**src/rtl/input_debouncer.sv**
```systemverilog
// rtl/input_debouncer.sv - two-flop synchronized, counter-qualified input debouncer
//
// Purpose: cleans a raw bouncing switch/pushbutton level. Din is synchronized
// through s1 -> s2, and a level change on s2 is accepted only after it has been
// seen for STABLE_CYCLES+1 consecutive samples. Accepted changes update Q and
// emit a one-cycle Rise or Fall pulse.
//
// Ports:
//   Clk   - single clock, all state updates on its rising edge
//   Reset - synchronous active-low reset
//   Din   - raw asynchronous input
//   Q     - debounced level (registered)
//   Rise  - one-cycle pulse on an accepted 0->1 change of Q (registered)
//   Fall  - one-cycle pulse on an accepted 1->0 change of Q (registered)
//   Busy  - high while a candidate level change is being qualified (registered)

module input_debouncer #(
    parameter int STABLE_CYCLES = 50000,
    parameter int CNT_W         = 16
) (
    input  logic Clk,
    input  logic Reset,
    input  logic Din,
    output logic Q,
    output logic Rise,
    output logic Fall,
    output logic Busy
);

    typedef enum logic [1:0] {
        STABLE_LO = 2'd0,
        CHK_HI    = 2'd1,
        STABLE_HI = 2'd2,
        CHK_LO    = 2'd3
    } state_t;

    localparam logic [CNT_W-1:0] CNT_MAX = CNT_W'(STABLE_CYCLES);
    localparam logic [CNT_W-1:0] CNT_ONE = CNT_W'(1);

    logic             s1;
    logic             s2;
    state_t           state;
    logic [CNT_W-1:0] cnt;

    // Busy is written alongside every state change so it always equals
    // (state is a CHK state) without any decode after the flop.
    always_ff @(posedge Clk) begin
        if (!Reset) begin
            s1    <= 1'b0;
            s2    <= 1'b0;
            state <= STABLE_LO;
            cnt   <= '0;
            Q     <= 1'b0;
            Rise  <= 1'b0;
            Fall  <= 1'b0;
            Busy  <= 1'b0;
        end else begin
            s1   <= Din;
            s2   <= s1;
            Rise <= 1'b0;
            Fall <= 1'b0;
            case (state)
                STABLE_LO: begin
                    if (s2) begin
                        state <= CHK_HI;
                        cnt   <= CNT_ONE;
                        Busy  <= 1'b1;
                    end
                end
                CHK_HI: begin
                    if (!s2) begin
                        // glitch rejected, no pulse
                        state <= STABLE_LO;
                        cnt   <= '0;
                        Busy  <= 1'b0;
                    end else if (cnt == CNT_MAX) begin
                        state <= STABLE_HI;
                        cnt   <= '0;
                        Q     <= 1'b1;
                        Rise  <= 1'b1;
                        Busy  <= 1'b0;
                    end else begin
                        cnt <= cnt + CNT_ONE;
                    end
                end
                STABLE_HI: begin
                    if (!s2) begin
                        state <= CHK_LO;
                        cnt   <= CNT_ONE;
                        Busy  <= 1'b1;
                    end
                end
                CHK_LO: begin
                    if (s2) begin
                        state <= STABLE_HI;
                        cnt   <= '0;
                        Busy  <= 1'b0;
                    end else if (cnt == CNT_MAX) begin
                        state <= STABLE_LO;
                        cnt   <= '0;
                        Q     <= 1'b0;
                        Fall  <= 1'b1;
                        Busy  <= 1'b0;
                    end else begin
                        cnt <= cnt + CNT_ONE;
                    end
                end
                default: begin
                    state <= STABLE_LO;
                    cnt   <= '0;
                    Busy  <= 1'b0;
                end
            endcase
        end
    end

endmodule

```
**config.mk**
```make
export PLATFORM = sky130hd
export DESIGN_NAME = input_debouncer
export DESIGN_NICKNAME = d
export VERILOG_FILES = /design/src/rtl/input_debouncer.sv
export SDC_FILE = /design/constraint.sdc
export NUM_CORES = 1
export LEC_CHECK = 0
export ABC_AREA = 1
export BUFFER_PORTS_ARGS = -buffer_cell sky130_fd_sc_hd__buf_2
export CAP_MARGIN = 20
export CORE_ASPECT_RATIO = 0.5
export CORE_MARGIN = 8
export CORE_UTILIZATION = 30
export CTS_CLUSTER_DIAMETER = 100
export DETAILED_ROUTE_END_ITERATION = 10
export PLACE_DENSITY = 0.49
export REMOVE_ABC_BUFFERS = 1
export SLEW_MARGIN = 15
export SYNTH_ARGS = -nofsm -noshare
export SYNTH_HDL_FRONTEND = slang
export SYNTH_SLANG_ARGS = --single-unit
```
**constraint.sdc**
```tcl
create_clock -name Clk -period 1.85 [get_ports Clk]
set_input_delay 0.2775 -clock Clk [delete_from_list [all_inputs] [get_ports Clk]]
set_output_delay 0.2775 -clock Clk [all_outputs]
set_load 0.05 [all_outputs]
```
==> impl_metrics.csv, run 1 <==
group,metric,value,unit
floorplan,core_area,0.00445,mm²
sta,rsz0062_at_grt,"no",
sta,hold_violations,0,
worst_hold_path,hold_class,"in -> reg",
worst_setup_path,required,2.02,ns
floorplan,design.portCount,7,
worst_setup_path,cp-end-kind,"flip-flop",
worst_setup_path,cp_cell_sequence,"inv_1 -> ha_1 -> nand2_1 -> inv_1 -> nand2_1 -> nor2_1 -> nand2_2 -> nand2_4 -> nand2_4 -> nand2_8 -> o21ai_2",
synth,synth_seq_cells,24,
worst_setup_path,crit_arrival,1.67,ns
global_routing,grt.total_usage,9.17,%
floorplan,start_util,31.5,%
cells_and_area,diodes,0,
clocking,numClockSinks,24,
cells_and_area,fillCellCount,482,
sta,fmax,666,MHz
synth,syn_inst,204,
route,avgViaCountPerCell,4.55,
clocking,cts_tree,"yes",
synth,synth_top_cell_by_area,"dfxtp_1",
floorplan,die_w,113,µm
status,outcome,"completed",
floorplan,num_rows,17,
sta,setup_viol_count_final,0,
placement,place_area,0.00148,mm²
route,num_vias,1224,
clocking,clk_latency,0.27,ns
sta,fin_crit_sh,81.2,%
sta,setup-tns-final,0,ns
synth,syn_area_per_cell,6.86,µm²
route,detail-route-antenna-nets,0,
worst_setup_path,r2r_cells,11,
sta,fin_ws,0.348,ns
cells_and_area,regArea,480,µm²
synth,ys_warn_count,0,
sta,period_needed,1.50,ns
floorplan,dieArea,0.00724,mm²
placement,globalplace.congestion,0.806,
placement,hpwl,2390,µm
cells_and_area,drive_above_1_share,14.6,%
route,wl,3010,µm
worst_hold_path,hold_depth,3,
cells_and_area,layout_common_cells,"46 x nand2_1, 35 x nor2_1, 28 x inv_1, 24 x dfxtp_1, 17 x nand3_1",
placement,dpl_worst_slack,0.348,ns
worst_setup_path,cp_slowest_cell,"dfxtp_1",
cells_and_area,area.growth.synth_to_final,9.74,%
global_routing,grt_pass1_vias,1188,
cells_and_area,multi_input_area,783,µm²
clocking,post_cts_buffers,0,
route,firstDrtPassIters,4,
synth,syn_area,0.00140,mm²
clocking,clockRootBuffer,"clkbuf_8",
cells_and_area,layout_commonest_cell,"nand2_1",
cells_and_area,final_area,0.00154,mm²
synth,yosys.area.top_type_share,34.3,%
flow_run,max_cap_viol_count,0,
power,p_leak,0.630,nW
clocking,path_clk_slew,0.09,ns
route,initialDrtViolationCount,75,
clocking,cts_max_level,1,
clocking,clockBufferDepth,2,
route,wl_per_cell,11.2,µm
worst_setup_path,crit_fanout,9,
global_routing,grt_pass1_wl,5470,µm
sta,worstMarginPinSlew,0.369,ns
floorplan,fp.dieH,64.3,µm
clocking,hold_buffers,0,
synth,ys_seq_area_share,34.3,%
worst_setup_path,crit_path_start_kind,"flip-flop",
clocking,numCtsBuffers,3,
power,cellPowerDensity,617,mW/mm²
sta,fin_skew,0.00327,ns
sta,drv_slew,0,
global_routing,antenna_found_initial,0,
clocking,cts_repair_resize_count,0,
power,ir_drop,0.269,mV
global_routing,grt_max_degree,14,
synth,synthDistinctLibCells,26,
global_routing,grt.overflow.total,0,
cells_and_area,fin_nets,218,
synth,yosys-top-cells-area,"dfxtp_1 34%, nand2_1 12%, nor2_1 9.4%",
route,drc_errors,0,
worst_setup_path,critPathKind,"reg -> reg",
worst_setup_path,critPathMaxStageDelay,0.35,ns
sta,max_slew_margin,75.2,%
placement,io_buffers,6,
## cells by family after synthesis
kind of cell,after synthesis,share of synthesized area (%)
XOR/XNOR,6,3.75
flip-flops,24,34.3
AO/OA/AOI/OAI,15,6.34
buffers and inverters,32,9.74
AND/OR/NAND/NOR,125,44.1
adder cells (fa/ha/maj),2,1.79
## sequential cells by signal (all words and copies together), names as in the netlist, named ones only
signal / flops
cnt: 16
Busy: 1
Fall: 1
Q: 1
Rise: 1
s1: 1
s2: 1
state: 1
## worst max-delay path: cells and delay by family, from the launching register on
family,cells,cell delay [ns]
simple gates,7,0.68
flops,1,0.35
fa+ha+maj,1,0.17
compound gates,1,0.05
buf+inv,2,0.15
## power by group
group	total [W]	leakage, nW	internal [W]	switching (W)
logic	0.0000532	0.407	0.0000144	0.0000388
registers	0.000526	0.194	0.000521	0.00000443
clock network	0.000368	0.0288	0.000190	0.000178
total	0.000947	0.630	0.000726	0.000221
## metrics by stage
| step | hold WS [ns] | std cells | util [%] | power, W |
|---|---|---|---|---|
| 3_5_place_dp | 0.407 | 265 | 33.3 | 0.000592 |
| 3_3_place_gp | 0.411 | 265 | 33.3 | 0.000593 |
| 6_report | 0.183 | 269 | 34.6 | 0.000947 |
| 4_1_cts | 0.177 | 269 | 34.6 | 0.000963 |
| 2_1_floorplan | 0.371 | 201 | - | 0.000572 |
| 5_1_grt | 0.187 | 269 | 34.6 | 0.000988 |
## layer usage
layer | vias up | wire length [µm] | global-route usage, %
met5 | - | 0 | 0
met4 | 0 | 31 | 2.50
met3 | 4 | 73 | 2.25
met2 | 16 | 1320 | 15.0
met1 | 549 | 1590 | 11.8
li1 | 655 | - | -
## area by class of cell
| class | count | share of cell area [%] |
|---|---|---|
| flip-flops and latches | 24 | 31.3 |
| clock buffers | 4 | 3.58 |
| multi-input cells | 148 | 51.0 |
| well taps | 57 | 4.64 |
| inverters | 29 | 7.08 |
| repair buffers | 7 | 2.44 |
## worst paths after layout
path | startpoint | endpoint | slack [ns]
worst max-delay path | cnt[0] | cnt[9] | 0.35
worst max register to register | cnt[0] | cnt[9] | 0.35
worst min register to register | s1 | s2 | 0.43
worst min-delay path | Din | s1 | 0.18
## cells in the mapped netlist
library cell,instances
a21oi_1,5
buf_2,1
buf_4,1
buf_8,1
dfxtp_1,24
ha_1,2
inv_1,28
inv_2,1
nand2_1,46
nand2_2,5
nand2_4,4
nand2_8,1
nand3_1,17
nand3_2,1
nand4_1,6
nor2_1,35
nor2_2,4
nor2_4,1
nor3_1,3
nor3_4,2
o21ai_0,4
o21ai_1,1
o21ai_2,1
o21bai_1,3
o31ai_1,1
xor2_1,6
Note: power is estimated with default switching activity, not from simulation.
==> run 2: changes to the inputs <==
--- a/config.mk
+++ b/config.mk
@@ -13,7 +13,7 @@
 export CORE_UTILIZATION = 30
 export CTS_CLUSTER_DIAMETER = 100
 export DETAILED_ROUTE_END_ITERATION = 10
-export PLACE_DENSITY = 0.49
+export PLACE_DENSITY = 0.5
 export REMOVE_ABC_BUFFERS = 1
 export SLEW_MARGIN = 15
 export SYNTH_ARGS = -nofsm -noshare
==> constraint.sdc (replaced) <==
create_clock -name Clk -period 1.3 [get_ports Clk]
set_input_delay 0.195 -clock Clk [delete_from_list [all_inputs] [get_ports Clk]]
set_output_delay 0.195 -clock Clk [all_outputs]
set_load 0.05 [all_outputs]
==> run 2 against run 1 <==
The run now ends with negative setup slack left. Sequential power increased by 42%. Global-route usage increased by 1.3 points. Clock skew decreased by 0.0011 ns. Critical path type unchanged. Largest cell class unchanged.
==> impl_metrics.csv, run 2 (synthesis gave the netlist of run 1 again) <==
group,metric,value,unit
status,outcome,"finished with violations",
status,violations,"negative setup slack",
sta,hold_violations,0,
global_routing,grt_pass1_wl,6080,µm
sta,max_slew_margin,80.0,%
sta,worstMarginPinSlew,0.300,ns
route,firstDrtPassIters,4,
worst_setup_path,crit_fanout,5,
sta,setup_viol_count_final,18,
power,finalPower,0.00154,W
power,pwr-share-clk,44.1,%
cells_and_area,drive_above_1_share,37.8,%
placement,io_buffers,6,
clocking,cts_max_level,1,
power,cellPowerDensity,781,mW/mm²
clocking,clockBufferDepth,2,
clocking,path_clk_slew,0.09,ns
power,switching_share,22.5,%
flow_run,max_cap_viol_count,0,
power,internal_power,0.00119,W
floorplan,core_area,0.00445,mm²
worst_setup_path,crit_arrival,1.52,ns
floorplan,fp.dieH,64.3,µm
floorplan,design.portCount,7,
placement,place_area,0.00171,mm²
global_routing,grt.total_usage,10.4,%
global_routing,grt_pass1_vias,1318,
cells_and_area,fin_nets,252,
sta,drv_slew,0,
clocking,clk_latency,0.27,ns
sta,period_needed,1.35,ns
clocking,cts_tree,"yes",
sta,fin_crit_sh,104,%
worst_setup_path,critPathKind,"reg -> reg",
placement,hpwl,2680,µm
floorplan,start_util,31.5,%
worst_setup_path,r2r_slack,-0.05,ns
cells_and_area,area.growth.synth_to_final,41.0,%
sta,fin_skew,0.00215,ns
worst_setup_path,required,1.47,ns
worst_hold_path,hold_class,"in -> reg",
power,ir_drop,0.380,mV
sta,fmax,743,MHz
floorplan,num_rows,17,
cells_and_area,layout_common_cells,"42 x nand2_1, 34 x buf_4, 29 x nor2_1, 24 x inv_1, 19 x dfxtp_1",
global_routing,grt_max_degree,15,
global_routing,grt.overflow.total,0,
route,wl_per_cell,11.9,µm
global_routing,antenna_found_initial,0,
floorplan,die_w,113,µm
sta,fin_ws,-0.0461,ns
route,num_vias,1376,
clocking,numCtsBuffers,3,
cells_and_area,stdcell_count,303,
route,wl,3610,µm
sta,rsz0062_at_grt,"yes",
floorplan,dieArea,0.00724,mm²
cells_and_area,largest_register,"cnt",
power,pwr-share-comb,7.6,%
cells_and_area,final_area,0.00197,mm²
cells_and_area,layout_commonest_cell,"nand2_1",
placement,dp.cells,295,
worst_setup_path,cp-end-kind,"flip-flop",
power,p_leak,0.855,nW
route,initialDrtViolationCount,56,
worst_setup_path,crit_path_start_kind,"flip-flop",
power,p_seq_share,48.4,%
route,drc_errors,0,
cells_and_area,final_core_util,44.4,%
cells_and_area,largest_reg_flops,16,
clocking,numClockSinks,24,
placement,globalplace.congestion,0.805,
route,avgViaCountPerCell,4.54,
cells_and_area,diodes,0,
route,detail-route-antenna-nets,0,
clocking,clockRootBuffer,"clkbuf_8",
power,power.net_switching,0.000348,W
[run 2: cell types whose count changed in the layout (fill, tap and decap cells not counted), moves of 4 or more]
cell     previous run  this run
buf_4               1        34
nor2_1             35        29
dfxtp_1            24        19
inv_1              28        24
nand2_1            46        42
nor2_4              1         5
[run 2: repair_timing]
| action | CTS | global route |
|---|---|---|
| hold buffers | 0 | 0 |
| buffers inserted | 2 | 1 |
| pin swaps | 11 | 12 |
| gates cloned | 1 | 0 |
| setup endpoints to repair | 22 | 22 |
| gates resized for setup | 15 | 29 |
[run 2: layout make-up]
cell class / count / area (µm²)
timing repair buffer: 40 / 285
fill: 440 / 2470
multi-input combinational: 149 / 938
clock inverter: 1 / 30.0
clock buffer: 3 / 41.3
tap: 57 / 71.3
inverter: 29 / 114
sequential: 24 / 494
[run 2: critical path: stages (launching register included)]
cell     delay (ns)
dfxtp_4        0.37
buf_4          0.13
nor2_1         0.08
nand2_1        0.11
nor2_4         0.16
nand2_4        0.09
nand2_8        0.09
nand2_8        0.08
nand2_8        0.09
o21ai_2        0.05
[run 2: path summary, 6_finish.rpt]
kind | start | endpoint | cells past startpoint
setup / recovery | cnt[2] | cnt[9] | 9
setup reg to reg | cnt[2] | cnt[9] | 9
hold reg to reg | s1 | s2 | 2
hold / removal | Din | s1 | 3
[run 2: per-layer routing]
metal	up-vias	wire length, µm	GRT usage (%)
li1	726	-	-
met5	-	0	0
met2	22	1680	17.8
met1	626	1790	12.5
met3	2	94	2.34
met4	0	40	4.33
[run 2: power by group through the flow]
stage | clock [W] | combinational, W | sequential, W
after floorplan | 0 | 0.0000446 | 0.000770
after global placement | 0 | 0.0000959 | 0.000764
after detailed placement | 0 | 0.0000952 | 0.000764
after CTS | 0.000705 | 0.000109 | 0.000748
after global routing | 0.000736 | 0.000128 | 0.000747
final | 0.000679 | 0.000117 | 0.000746
[run 2: metrics by stage]
step | setup slack (ns) | TNS [ns] | hold slack, ns
after global routing | -0.141 | -2.51 | 0.0971
after CTS | -0.0852 | -0.971 | 0.0841
after floorplan | -0.0211 | -0.121 | 0.288
final | -0.0461 | -0.497 | 0.0938
after global placement | -0.102 | -1.55 | 0.380
after detailed placement | -0.109 | -1.53 | 0.388
==> run 3: changes to the inputs <==
--- a/config.mk
+++ b/config.mk
@@ -13,7 +13,7 @@
 export CORE_UTILIZATION = 30
 export CTS_CLUSTER_DIAMETER = 100
 export DETAILED_ROUTE_END_ITERATION = 10
-export PLACE_DENSITY = 0.5
+export PLACE_DENSITY = 0.55
 export REMOVE_ABC_BUFFERS = 1
 export SLEW_MARGIN = 15
 export SYNTH_ARGS = -nofsm -noshare
==> constraint.sdc (replaced) <==
create_clock -name Clk -period 1.3 [get_ports Clk]
set_input_delay 0.065 -clock Clk [delete_from_list [all_inputs] [get_ports Clk]]
set_output_delay 0.065 -clock Clk [all_outputs]
set_load 0.05 [all_outputs]
==> run 3 against run 2 <==
The run still ends with negative setup slack left. Wire length is 3.5% higher. Fmax decreased by 2.4%. Register-to-register slack worse by 0.03 ns. Via count increased by 1.0%. Clock power shrank 24%. Cell area is 1.6% lower. Largest cell class unchanged. Largest power group unchanged.
==> impl_metrics.csv, run 3 (synthesis gave the netlist of run 1 again) <==
group,metric,value,unit
cells_and_area,final_core_util,43.7,%
cells_and_area,largest_register,"cnt",
status,violations,"negative setup slack",
global_routing,grt_pass1_wl,6420,µm
cells_and_area,layout_common_cells,"40 x nand2_1, 30 x nor2_1, 24 x inv_1, 24 x buf_4, 17 x dfxtp_1",
route,wl_per_cell,12.6,µm
route,wl,3730,µm
sta,worstMarginPinSlew,0.377,ns
cells_and_area,stdcell_count,297,
floorplan,die_w,113,µm
worst_setup_path,r2r_slack,-0.08,ns
worst_setup_path,required,1.47,ns
sta,period_needed,1.38,ns
sta,setup-tns-final,-1.06,ns
flow_run,max_cap_viol_count,0,
sta,drv_slew,0,
placement,hpwl,2580,µm
worst_setup_path,cp-end-kind,"flip-flop",
floorplan,core_area,0.00445,mm²
status,outcome,"finished with violations",
placement,globalplace.congestion,0.850,
worst_setup_path,regToRegStartpoint,"cnt[0]",
clocking,cts_tree,"yes",
cells_and_area,largest_reg_flops,16,
route,detail-route-antenna-nets,0,
floorplan,num_rows,17,
cells_and_area,diodes,0,
sta,fin_skew,0.00748,ns
clocking,numCtsBuffers,3,
sta,hold_violations,0,
power,p_leak,0.810,nW
worst_setup_path,cp-endpoint,"cnt[2]",
global_routing,grt.total_usage,10.8,%
floorplan,fp.dieH,64.3,µm
sta,fin_crit_sh,106,%
global_routing,grt_pass1_vias,1396,
cells_and_area,fin_nets,246,
placement,io_buffers,6,
worst_setup_path,crit_fanout,4,
power,ir_drop,0.492,mV
clocking,cts_max_level,1,
cells_and_area,layout_commonest_cell,"nand2_1",
route,firstDrtPassIters,4,
clocking,clockBufferDepth,2,
worst_setup_path,setup.worst_path.start,"cnt[0]",
floorplan,dieArea,0.00724,mm²
cells_and_area,drive_above_1_share,38.3,%
sta,fmax,725,MHz
clocking,clockRootBuffer,"clkbuf_8",
placement,dpl_worst_slack,-0.111,ns
placement,dp.cells,289,
worst_hold_path,hold_class,"in -> reg",
floorplan,start_util,31.5,%
sta,setup_viol_count_final,22,
clocking,numClockSinks,24,
route,initialDrtViolationCount,49,
worst_setup_path,crit_arrival,1.55,ns
clocking,path_clk_slew,0.09,ns
worst_setup_path,r2r_cells,11,
worst_setup_path,critPathKind,"reg -> reg",
floorplan,design.portCount,7,
global_routing,antenna_found_initial,0,
cells_and_area,area.growth.synth_to_final,38.7,%
worst_setup_path,r2r-end,"cnt[2]",
sta,rsz0062_at_grt,"yes",
power,cellPowerDensity,712,mW/mm²
route,num_vias,1390,
global_routing,grt.overflow.total,0,
sta,max_slew_margin,74.9,%
worst_setup_path,crit_path_start_kind,"flip-flop",
sta,fin_ws,-0.0792,ns
sta,holdWs,0.218,ns
route,avgViaCountPerCell,4.68,
clocking,clk_latency,0.27,ns
global_routing,grt_max_degree,14,
route,drc_errors,0,
## run 3: cell count changes in the layout (fill, tap and decap cells not counted), sizes merged
cell | previous run | this run
buf | 40 | 33
dlygate4sd3 | 0 | 1
clkbuf | 3 | 4
bufinv | 1 | 0
## run 3: worst min path at each step
stage               endpoint  startpoint  cells after the start  slack (ns)
floorplan                 s1       Reset                      2        0.16
global placement          s1         Din                      3        0.25
detailed placement        s1         Din                      3        0.25
CTS                   cnt[7]       Reset                      3        0.19
global route              s1       Reset                      4        0.25
finish                cnt[7]       Reset                      3        0.22
## run 3: worst max-delay path, stage by stage (launching register included)
cell and delay (ns):
dfxtp_4 0.37, inv_4 0.07, ha_4 0.14, nand2_2 0.05, inv_2 0.05, nand2_2 0.05
nor2_4 0.12, nand2_4 0.09, nand2_8 0.10, nand2_8 0.09, nand2_8 0.11, nor2_2 0.03
## run 3: layout make-up
class / count / area [µm²]
well taps: 57 / 71.3
clock buffers: 4 / 55.1
flip-flops and latches: 24 / 497
multi-input cells: 149 / 951
repair buffers: 34 / 254
fillers: 439 / 2500
inverters: 29 / 114
## run 3: timing repair
item,4_1_cts,5_1_grt
endpoints found under the hold margin,1,0
resized for setup,16,37
endpoints found under the setup margin,21,22
pin swaps,11,15
hold buffers,1,0
cloned,1,0
setup buffers,1,1
## run 3: where the power goes
| part | leakage (nW) | internal [W] | switching, W |
|---|---|---|---|
| sequential | 0.198 | 0.000737 | 0.00000711 |
| combinational | 0.582 | 0.0000463 | 0.0000777 |
| clock | 0.0288 | 0.000271 | 0.000244 |
| total | 0.810 | 0.00105 | 0.000328 |
## run 3: metal layers
metal	GRT usage, %	vias up	share of wire [%]
li1	-	718	-
met1	12.9	634	45
met2	19.3	32	48
met3	2.06	6	4.8
met4	3.66	0	1.6
met5	0	-	0
## run 3: stage by stage
stage	power, W	instance area (µm²)
after global placement	0.000855	1660
after global routing	0.00145	1940
final	0.00138	1940
after CTS	0.00140	1810
after detailed placement	0.000856	1660
after floorplan	0.000814	1370
